===== src/rtl/hmc_link_init_ctrl.sv =====
// HMC link bring-up sequencer: reset hold, PHY wait, power-up, lane bit-slip alignment, active/fatal.
// All outputs registered (one cycle after the triggering event); no backpressure, inputs are level status.
module hmc_link_init_ctrl #(
    parameter int NUM_LANES    = 16,
    parameter int RST_CYCLES   = 64,
    parameter int SLIP_GAP     = 16,
    parameter int ALIGN_STABLE = 4,
    parameter int TIMEOUT      = 4096
) (
    input  logic                 hmc_clk,
    input  logic                 hmc_res,
    input  logic                 init_start,
    input  logic                 phy_tx_ready,
    input  logic                 phy_rx_ready,
    input  logic                 LXTXPS,
    input  logic                 FERR_N,
    input  logic [NUM_LANES-1:0] lane_aligned,
    output logic                 P_RST_N,
    output logic                 LXRXPS,
    output logic                 phy_init_cont_set,
    output logic [NUM_LANES-1:0] phy_bit_slip,
    output logic                 link_up,
    output logic                 init_err,
    output logic [2:0]           init_state
);

    typedef enum logic [2:0] {
        S_IDLE      = 3'd0,
        S_RST_HOLD  = 3'd1,
        S_WAIT_PHY  = 3'd2,
        S_PWR_UP    = 3'd3,
        S_WAIT_LXTX = 3'd4,
        S_ALIGN     = 3'd5,
        S_ACTIVE    = 3'd6,
        S_FATAL     = 3'd7
    } state_t;

    localparam int HOLD_W = (RST_CYCLES > 1) ? $clog2(RST_CYCLES) : 1;
    localparam int GAP_W  = (SLIP_GAP > 1) ? $clog2(SLIP_GAP) : 1;
    localparam int STAB_W = $clog2(ALIGN_STABLE + 1);
    localparam int WD_W   = (TIMEOUT > 1) ? $clog2(TIMEOUT) : 1;

    localparam logic [HOLD_W-1:0] HOLD_LOAD = HOLD_W'(RST_CYCLES - 1);
    localparam logic [GAP_W-1:0]  GAP_LAST  = GAP_W'(SLIP_GAP - 1);
    localparam logic [STAB_W-1:0] STAB_DONE = STAB_W'(ALIGN_STABLE);
    localparam logic [WD_W-1:0]   WD_LAST   = WD_W'(TIMEOUT - 1);

    state_t                state_q, state_d;
    logic [HOLD_W-1:0]     hold_q, hold_d;
    logic [GAP_W-1:0]      gap_q, gap_d;
    logic [STAB_W-1:0]     stab_q, stab_d;
    logic [WD_W-1:0]       wd_q, wd_d;
    logic                  p_rst_n_q, p_rst_n_d;
    logic                  lxrxps_q, lxrxps_d;
    logic                  cont_set_q, cont_set_d;
    logic [NUM_LANES-1:0]  slip_q, slip_d;
    logic                  link_up_q, link_up_d;
    logic                  init_err_q, init_err_d;

    logic all_aligned;
    logic wd_state;
    logic wd_expired;
    logic ferr_hit;
    logic drop_hit;

    always_comb begin
        state_d     = state_q;
        hold_d      = hold_q;
        gap_d       = '0;
        stab_d      = '0;
        wd_d        = '0;
        slip_d      = '0;
        all_aligned = &lane_aligned;
        wd_state    = (state_q == S_WAIT_PHY) || (state_q == S_WAIT_LXTX) || (state_q == S_ALIGN);
        wd_expired  = wd_state && (wd_q == WD_LAST);
        ferr_hit    = !FERR_N && (state_q != S_IDLE) && (state_q != S_RST_HOLD) && (state_q != S_FATAL);
        drop_hit    = (state_q == S_ACTIVE) && (!LXTXPS || !phy_rx_ready);

        case (state_q)
            S_IDLE, S_FATAL: begin
                if (init_start) begin
                    state_d = S_RST_HOLD;
                    hold_d  = HOLD_LOAD;
                end
            end
            S_RST_HOLD: begin
                if (hold_q == '0) begin
                    state_d = S_WAIT_PHY;
                end else begin
                    hold_d = hold_q - 1'b1;
                end
            end
            S_WAIT_PHY: begin
                if (phy_tx_ready && phy_rx_ready) begin
                    state_d = S_PWR_UP;
                end
            end
            S_PWR_UP: begin
                state_d = S_WAIT_LXTX;
            end
            S_WAIT_LXTX: begin
                if (LXTXPS) begin
                    state_d = S_ALIGN;
                end
            end
            S_ALIGN: begin
                // stab_q never exceeds ALIGN_STABLE-1 here, so the increment cannot overflow
                stab_d = all_aligned ? stab_q + 1'b1 : '0;
                gap_d  = (gap_q == GAP_LAST) ? '0 : gap_q + 1'b1;
                if (stab_d == STAB_DONE) begin
                    state_d = S_ACTIVE;
                end else if (gap_q == GAP_LAST) begin
                    slip_d = ~lane_aligned;
                end
            end
            S_ACTIVE: begin
                state_d = S_ACTIVE;
            end
            default: begin
                state_d = S_IDLE;
            end
        endcase

        // Error paths share one destination; their relative priority only matters against the normal move.
        if (ferr_hit || drop_hit || wd_expired) begin
            state_d = S_FATAL;
            slip_d  = '0;
        end

        if (wd_state && (state_d == state_q)) begin
            wd_d = wd_q + 1'b1;
        end

        if ((state_q != S_ALIGN) || (state_d != S_ALIGN)) begin
            gap_d  = '0;
            stab_d = '0;
        end

        p_rst_n_d  = (state_d == S_WAIT_PHY) || (state_d == S_PWR_UP) || (state_d == S_WAIT_LXTX) ||
                     (state_d == S_ALIGN) || (state_d == S_ACTIVE);
        cont_set_d = p_rst_n_d;
        lxrxps_d   = (state_d == S_WAIT_LXTX) || (state_d == S_ALIGN) || (state_d == S_ACTIVE);
        link_up_d  = (state_d == S_ACTIVE);
        // Only init_start leaves FATAL, so the error flag stays set exactly as long as FATAL does.
        init_err_d = (state_d == S_FATAL);
    end

    always_ff @(posedge hmc_clk) begin
        if (hmc_res) begin
            state_q    <= S_IDLE;
            hold_q     <= '0;
            gap_q      <= '0;
            stab_q     <= '0;
            wd_q       <= '0;
            p_rst_n_q  <= 1'b0;
            lxrxps_q   <= 1'b0;
            cont_set_q <= 1'b0;
            slip_q     <= '0;
            link_up_q  <= 1'b0;
            init_err_q <= 1'b0;
        end else begin
            state_q    <= state_d;
            hold_q     <= hold_d;
            gap_q      <= gap_d;
            stab_q     <= stab_d;
            wd_q       <= wd_d;
            p_rst_n_q  <= p_rst_n_d;
            lxrxps_q   <= lxrxps_d;
            cont_set_q <= cont_set_d;
            slip_q     <= slip_d;
            link_up_q  <= link_up_d;
            init_err_q <= init_err_d;
        end
    end

    assign P_RST_N           = p_rst_n_q;
    assign LXRXPS            = lxrxps_q;
    assign phy_init_cont_set = cont_set_q;
    assign phy_bit_slip      = slip_q;
    assign link_up           = link_up_q;
    assign init_err          = init_err_q;
    assign init_state        = state_q;

endmodule


===== config.mk =====
export PLATFORM = sky130hd
export DESIGN_NAME = hmc_link_init_ctrl
export DESIGN_NICKNAME = d
export VERILOG_FILES = /design/src/rtl/hmc_link_init_ctrl.sv
export SDC_FILE = /design/constraint.sdc
export NUM_CORES = 1
export LEC_CHECK = 0
export CAP_MARGIN = 20
export CELL_PAD_IN_SITES_DETAIL_PLACEMENT = 2
export CELL_PAD_IN_SITES_GLOBAL_PLACEMENT = 2
export CORE_ASPECT_RATIO = 0.8
export CORE_MARGIN = 2
export CORE_UTILIZATION = 30
export CTS_CLUSTER_SIZE = 14
export DETAILED_ROUTE_END_ITERATION = 10
export PLACE_DENSITY_LB_ADDON = 0.1
export REMOVE_ABC_BUFFERS = 1
export SKIP_LAST_GASP = 1
export SYNTH_ARGS = -nofsm -noshare
export SYNTH_HDL_FRONTEND = slang
export SYNTH_SLANG_ARGS = --single-unit

===== constraint.sdc =====
create_clock -name hmc_clk -period 5 [get_ports hmc_clk]
set_clock_uncertainty 0.2 [all_clocks]
set_input_delay 0.75 -clock hmc_clk [delete_from_list [all_inputs] [get_ports hmc_clk]]
set_output_delay 0.75 -clock hmc_clk [all_outputs]
set_load 0.005 [all_outputs]

**Yosys cells after proc, flatten, opt, wreduce, memory -nomap -nowiden**

Cells that the tools add are included.
W data, S select, Z words.

- Reduce and logical (&&, ||, !) cells: 33
- Bitwise operators: 4
- Multiplexer cells: 11
- Eq/ne operators: 23
- Add/sub/neg operators: 4

Operator list:

| operator | number |
|---|---|
| $eq A3 B3 Y1 const B | 9 |
| $mux W3 | 7 |
| $pmux W3 S7 | 1 |
| $not A16 Y16 | 1 |
| $reduce_and A16 Y1 | 1 |
| $add A12 B1 Y12 const B | 1 |
| $eq A12 B12 Y1 const B | 1 |
| $eq A3 B2 Y1 const B | 4 |
| $logic_or A1 B1 Y1 | 12 |
| $mux W6 | 2 |
| $pmux W6 S2 | 1 |
| $ne A3 B3 Y1 const B | 3 |
| $logic_and A1 B1 Y1 | 7 |
| $logic_not A6 Y1 | 1 |
| $sub A6 B1 Y6 const B | 1 |
| $reduce_or A5 Y1 | 1 |
| $add A4 B1 Y4 const B | 1 |
| $eq A4 B4 Y1 const B | 1 |
| $ne A2 B2 Y1 const B | 2 |
| $reduce_or A2 Y1 | 2 |
| $reduce_or A4 Y1 | 1 |
| $add A3 B1 Y3 const B | 1 |
| $eq A3 B1 Y1 const B | 1 |
| $eq A3 B3 Y1 | 1 |
| other kinds (8) | 12 |

- Logic and storage cells: 85
- Bits of input ports: 23
- Output and inout port bits: 24
- Register bits after elaboration: 48

**Logic depth before layout (Yosys ltp)**

- Word-level depth: 12
- Gate-level depth with buffers: 9
- Gate-level depth less buffers: 6

**Least setup slack after synthesis**

OpenSTA, ideal clock, no wires.

- Kind: in2reg
- From: input port LXTXPS
- To: register wd_q[10]
- Data required time: 4.680 ns
- Stages: 7
- Arrival: 2.189 ns
- Buffers on the path: 2
- Slack: 2.491 ns
- Library setup time: 0.120 ns
- Path through: and3_1 > or4_4 > o21a_1 > buf_6 > o2111ai_2 > clkbuf_4 > nor3_2

- Cells in the longest elaborated chain, start to end: 10
- Elaborated cells on any way between the ends: 12
- Those cells by class: eq/ne (1); mux (3); bitwise (1); reduce/logical (7)

Ends and longest elaborated chain:

| item | RTL line | source |
|---|---|---|
| from (decl) | 15 | `input logic LXTXPS,` |
| parallel branches: the longest is 5 deep, another holds $pmux W3 S7 | - |  |
| $mux W3 (*) | 125 | `if (ferr_hit \|\| drop_hit \|\| wd_expired) begin` |
| $eq A3 B3 Y1 (*) | 130 | `if (wd_state && (state_d == state_q)) begin` |
| $logic_and A1 B1 Y1 (*) | 130 |  |
| $not A1 Y1 (no source line) (*) | - |  |
| $reduce_or A2 Y1 (no source line) (*) | - |  |
| to (signal assigned) | 166 | `wd_q <= wd_d;` |
| to (decl) | 52 | `logic [WD_W-1:0] wd_q, wd_d;` |

Every way passes the cells marked *.
A chain may end at the register's enable or synchronous reset.

**Final worst setup path**

- From: input port lane_aligned[7]
- To: register wd_q[2]

- Cells in the longest elaborated chain, start to end: 10

Ends and longest elaborated chain:

| item | RTL line | source |
|---|---|---|
| from (decl) | 17 | `input logic [NUM_LANES-1:0] lane_aligned,` |
| $reduce_and A16 Y1 | 73 | `all_aligned = &lane_aligned;` |
| $mux W3 | 108 | `stab_d = all_aligned ? stab_q + 1'b1 : '0;` |
| $eq A3 B3 Y1 | 110 | `if (stab_d == STAB_DONE) begin` |
| $mux W3 | 110 |  |
| $pmux W3 S7 | 79 | `case (state_q)` |
| $mux W3 | 125 |  |
| $eq A3 B3 Y1 | 130 |  |
| $logic_and A1 B1 Y1 | 130 |  |
| $not A1 Y1 (no source line) | - |  |
| $reduce_or A2 Y1 (no source line) | - |  |

Every way passes these cells.

==> flow_metrics.py <==
metrics = {
    "status": {
        "outcome": "finished clean",
    },
    "logic_synthesis": {
        "synth_area_per_cell_um2": 9.55,
        "netlist_area_before_placement_mm2": 0.00218,
        "yosysUniqueCellTypes": 52,
        "ys_top_cells_by_count": "dfxtp_1 (48), nor2_1 (29), a21oi_1 (11)",
        "synthArstFlopShare_pct": 0,
        "synth_flop_cell": "dfxtp_1",
        "synth_edf_count": 0,
        "synth_seq_cells": 48,
        "post_synth_inst_count": 228,
        "yosys_warnings": 0,
        "synth.most_common_cell": "dfxtp_1",
        "yosys.area.top_type": "dfxtp_1",
        "synth-seq-area-share_pct": 44.1,
        "synthDominantCellAreaShare_pct": 44.1,
        "synth_top_cells_by_area": "dfxtp_1 (44%), nor2_1 (5.0%), nor3_2 (4.6%)",
    },
    "global_routing": {
        "grt_max_degree": 20,
        "gr-usage-all-layers_pct": 15.3,
        "grt_pass1_wl_um": 9680,
        "grt_pass1_vias": 1935,
        "grt-ovfl-total": 0,
        "antenna_found_initial": 0,
    },
    "cells_and_area": {
        "antenna_cells": 0,
        "finish.net_count": 299,
        "share_of_final_layout_standard_cells_stronger_than_drive_strength_1_pct": 10.3,
        "synthToLayoutAreaGrowth_pct": 26.5,
        "final-seq-area_um2": 961,
        "multiInputGateArea_mm2": 0.00111,
        "layout.filler_cells": 786,
    },
    "cts": {
        "clk_path_buf_depth": 2,
        "cts.sink_count": 48,
        "ctsResizeCount": 0,
        "cts.reportedPaths.clkPinSlew_ns": 0.09,
        "number_of_h_tree_levels": 2,
        "cts_tree": "built",
        "cts-root-buf": "clkbuf_8",
        "cts_post_setup_buffers_inserted": 0,
        "post_cts_hold_buffer_count": 0,
        "clk_latency_ns": 0.30,
        "cts_buffers": 5,
    },
    "detailed_routing": {
        "drc": 0,
        "routed_via_density": 5.05,
        "routed_wl_um": 5720,
        "drt_iter0_drc": 39,
        "post_drt_wl_per_cell_um": 16.0,
        "dr.pass1.iters": 4,
        "via_count": 1808,
        "detail-route-antenna-nets": 0,
    },
    "floorplanning": {
        "placementRows": 27,
        "die_footprint_mm2": 0.00796,
        "fp.dieH_um": 80.2,
        "start_util_pct": 31.3,
        "number_of_primary_i_o_pins": 47,
        "core_area_mm2": 0.00696,
        "dieWidth_um": 99.3,
    },
    "power": {
        "total_leakage_power_uw": 0.000940,
        "power-per-cell-area_mw_per_mm2": 437,
        "irDropWorstVdd_v": 0.000144,
    },
    "hold_path": {
        "hp-class": "reg2reg",
    },
    "setup_path": {
        "critPathMaxFanout": 12,
        "timing.critical_path.max_delay_family": "compound AO/OA/AOI/OAI gates",
        "slowest_delay_ns": 0.73,
        "worstPathRequired_ns": 4.96,
        "timing.critical_path.slowest_stage_cell": "o311ai_4",
        "worstSetupPathType": "in2reg",
        "cp-end-kind": "flop",
        "worstPathArrival_ns": 3.07,
        "setup.worst_path.start_class": "input port",
        "timing.critical_path.cells": "clkdlybuf4s50_1 -> nand4_1 -> nor4_1 -> a21oi_2 -> o311ai_4 -> nor3_1",
        "buffers_inverters_on_critical_path": 1,
    },
    "placed_design": {
        "io_buffer_count": 46,
        "routabilityCongestion": 0.711,
        "dp_hpwl_um": 4330,
        "pre_cts_slack_ns": 1.50,
    },
    "timing": {
        "period_needed_ns": 3.11,
        "worstMarginPinSlew_ns": 0.827,
        "max_freq_mhz": 322,
        "final_max_slew_viol_count": 0,
        "worst_slew_margin_rel_pct": 44.8,
        "fin_ws_ns": 1.89,
        "finalSetupViolCount": 0,
        "finalHoldViolCount": 0,
        "grt_setup_unrepaired": "false",
        "setup_tns_ns": 0,
        "layout_worst_path_cycle_share_pct": 62.2,
    },
    "job": {
        "max_cap_viol_count": 0,
    },
}
## through the flow
stage / hold WS, ns / total power (µW) / std cells / utilization [%] / cell area (µm²)
3_3_place_gp: 0.234 / 980 / 351 / 38.4 / 2680
3_5_place_dp: 0.242 / 989 / 351 / 38.4 / 2680
5_1_grt: 0.287 / 1300 / 358 / 39.6 / 2760
4_1_cts: 0.264 / 1220 / 358 / 39.6 / 2760
2_1_floorplan: 0.221 / 819 / 218 / - / 2110
6_report: 0.256 / 1200 / 358 / 39.6 / 2760
## report_power, final
| part | leakage [µW] | internal (µW) | switching (µW) | total, µW |
|---|---|---|---|---|
| sequential | 0.000389 | 427 | 87.3 | 515 |
| clock | 0.0000400 | 95.0 | 133 | 228 |
| combinational | 0.000511 | 206 | 256 | 462 |
## sequential cells by signal, summed over array words and instances, names as in the netlist
signal / count
phy_bit_slip: 16
wd_q: 12
hold_q: 6
gap_q: 4
init_state: 3
stab_q: 3
LXRXPS: 1
init_err: 1
link_up: 1
phy_init_cont_set: 1
## area by class of cell
| class | count | share of cell area (%) |
|---|---|---|
| Multi-Input combinational cell | 162 | 40.4 |
| Clock inverter | 2 | 0.454 |
| Tap cell | 87 | 3.95 |
| Timing Repair Buffer | 46 | 16.7 |
| Inverter | 8 | 1.09 |
| Sequential cell | 48 | 34.9 |
| Clock buffer | 5 | 2.50 |
## cell usage in the layout, fill, tap and decap left out, types with 4 or more instances in the layout
cell type	netlist	final
o21ai_0	4	4
and3_1	4	4
dfxtp_1	48	48
a21oi_1	11	11
nand4_1	9	9
ha_1	5	5
a311oi_1	4	4
nor2_1	29	29
xor2_1	8	8
nand2_1	9	9
nor3_1	5	5
clkdlybuf4s50_1	0	46
clkbuf_8	0	5
nand3_1	10	10
inv_1	8	8
nor3_2	10	10
xnor2_1	5	5
## worst paths after layout
path / startpoint / endpoint / slack [ns] / depth (start not counted)
max: lane_aligned[7] / wd_q[2] / 1.89 / 6
min: stab_q[0] / stab_q[0] / 0.26 / 1
max reg2reg: init_state[1] / wd_q[3] / 2.06 / 5
min reg2reg: stab_q[0] / stab_q[0] / 0.26 / 1
## per-layer routing
layer / up-vias / GRT usage [%] / share of wire [%]
li1: 903 / - / -
met1: 855 / 20.1 / 48
met2: 45 / 23.2 / 42
met3: 5 / 6.35 / 8.5
met4: 0 / 3.70 / 0.93
met5: - / 0 / 0
## logic make-up (layout without fill, tap and decap cells)
group	count (synthesis)	in the layout	share of synthesized area (%)
fa+ha+maj	5	5	2.87
buf+inv	18	61	4.71
compound gates	40	40	14.2
xor+xnor	13	13	5.23
simple gates	104	104	28.9
flops	48	48	44.1
No activity file was read; power rests on OpenSTA's default activity.
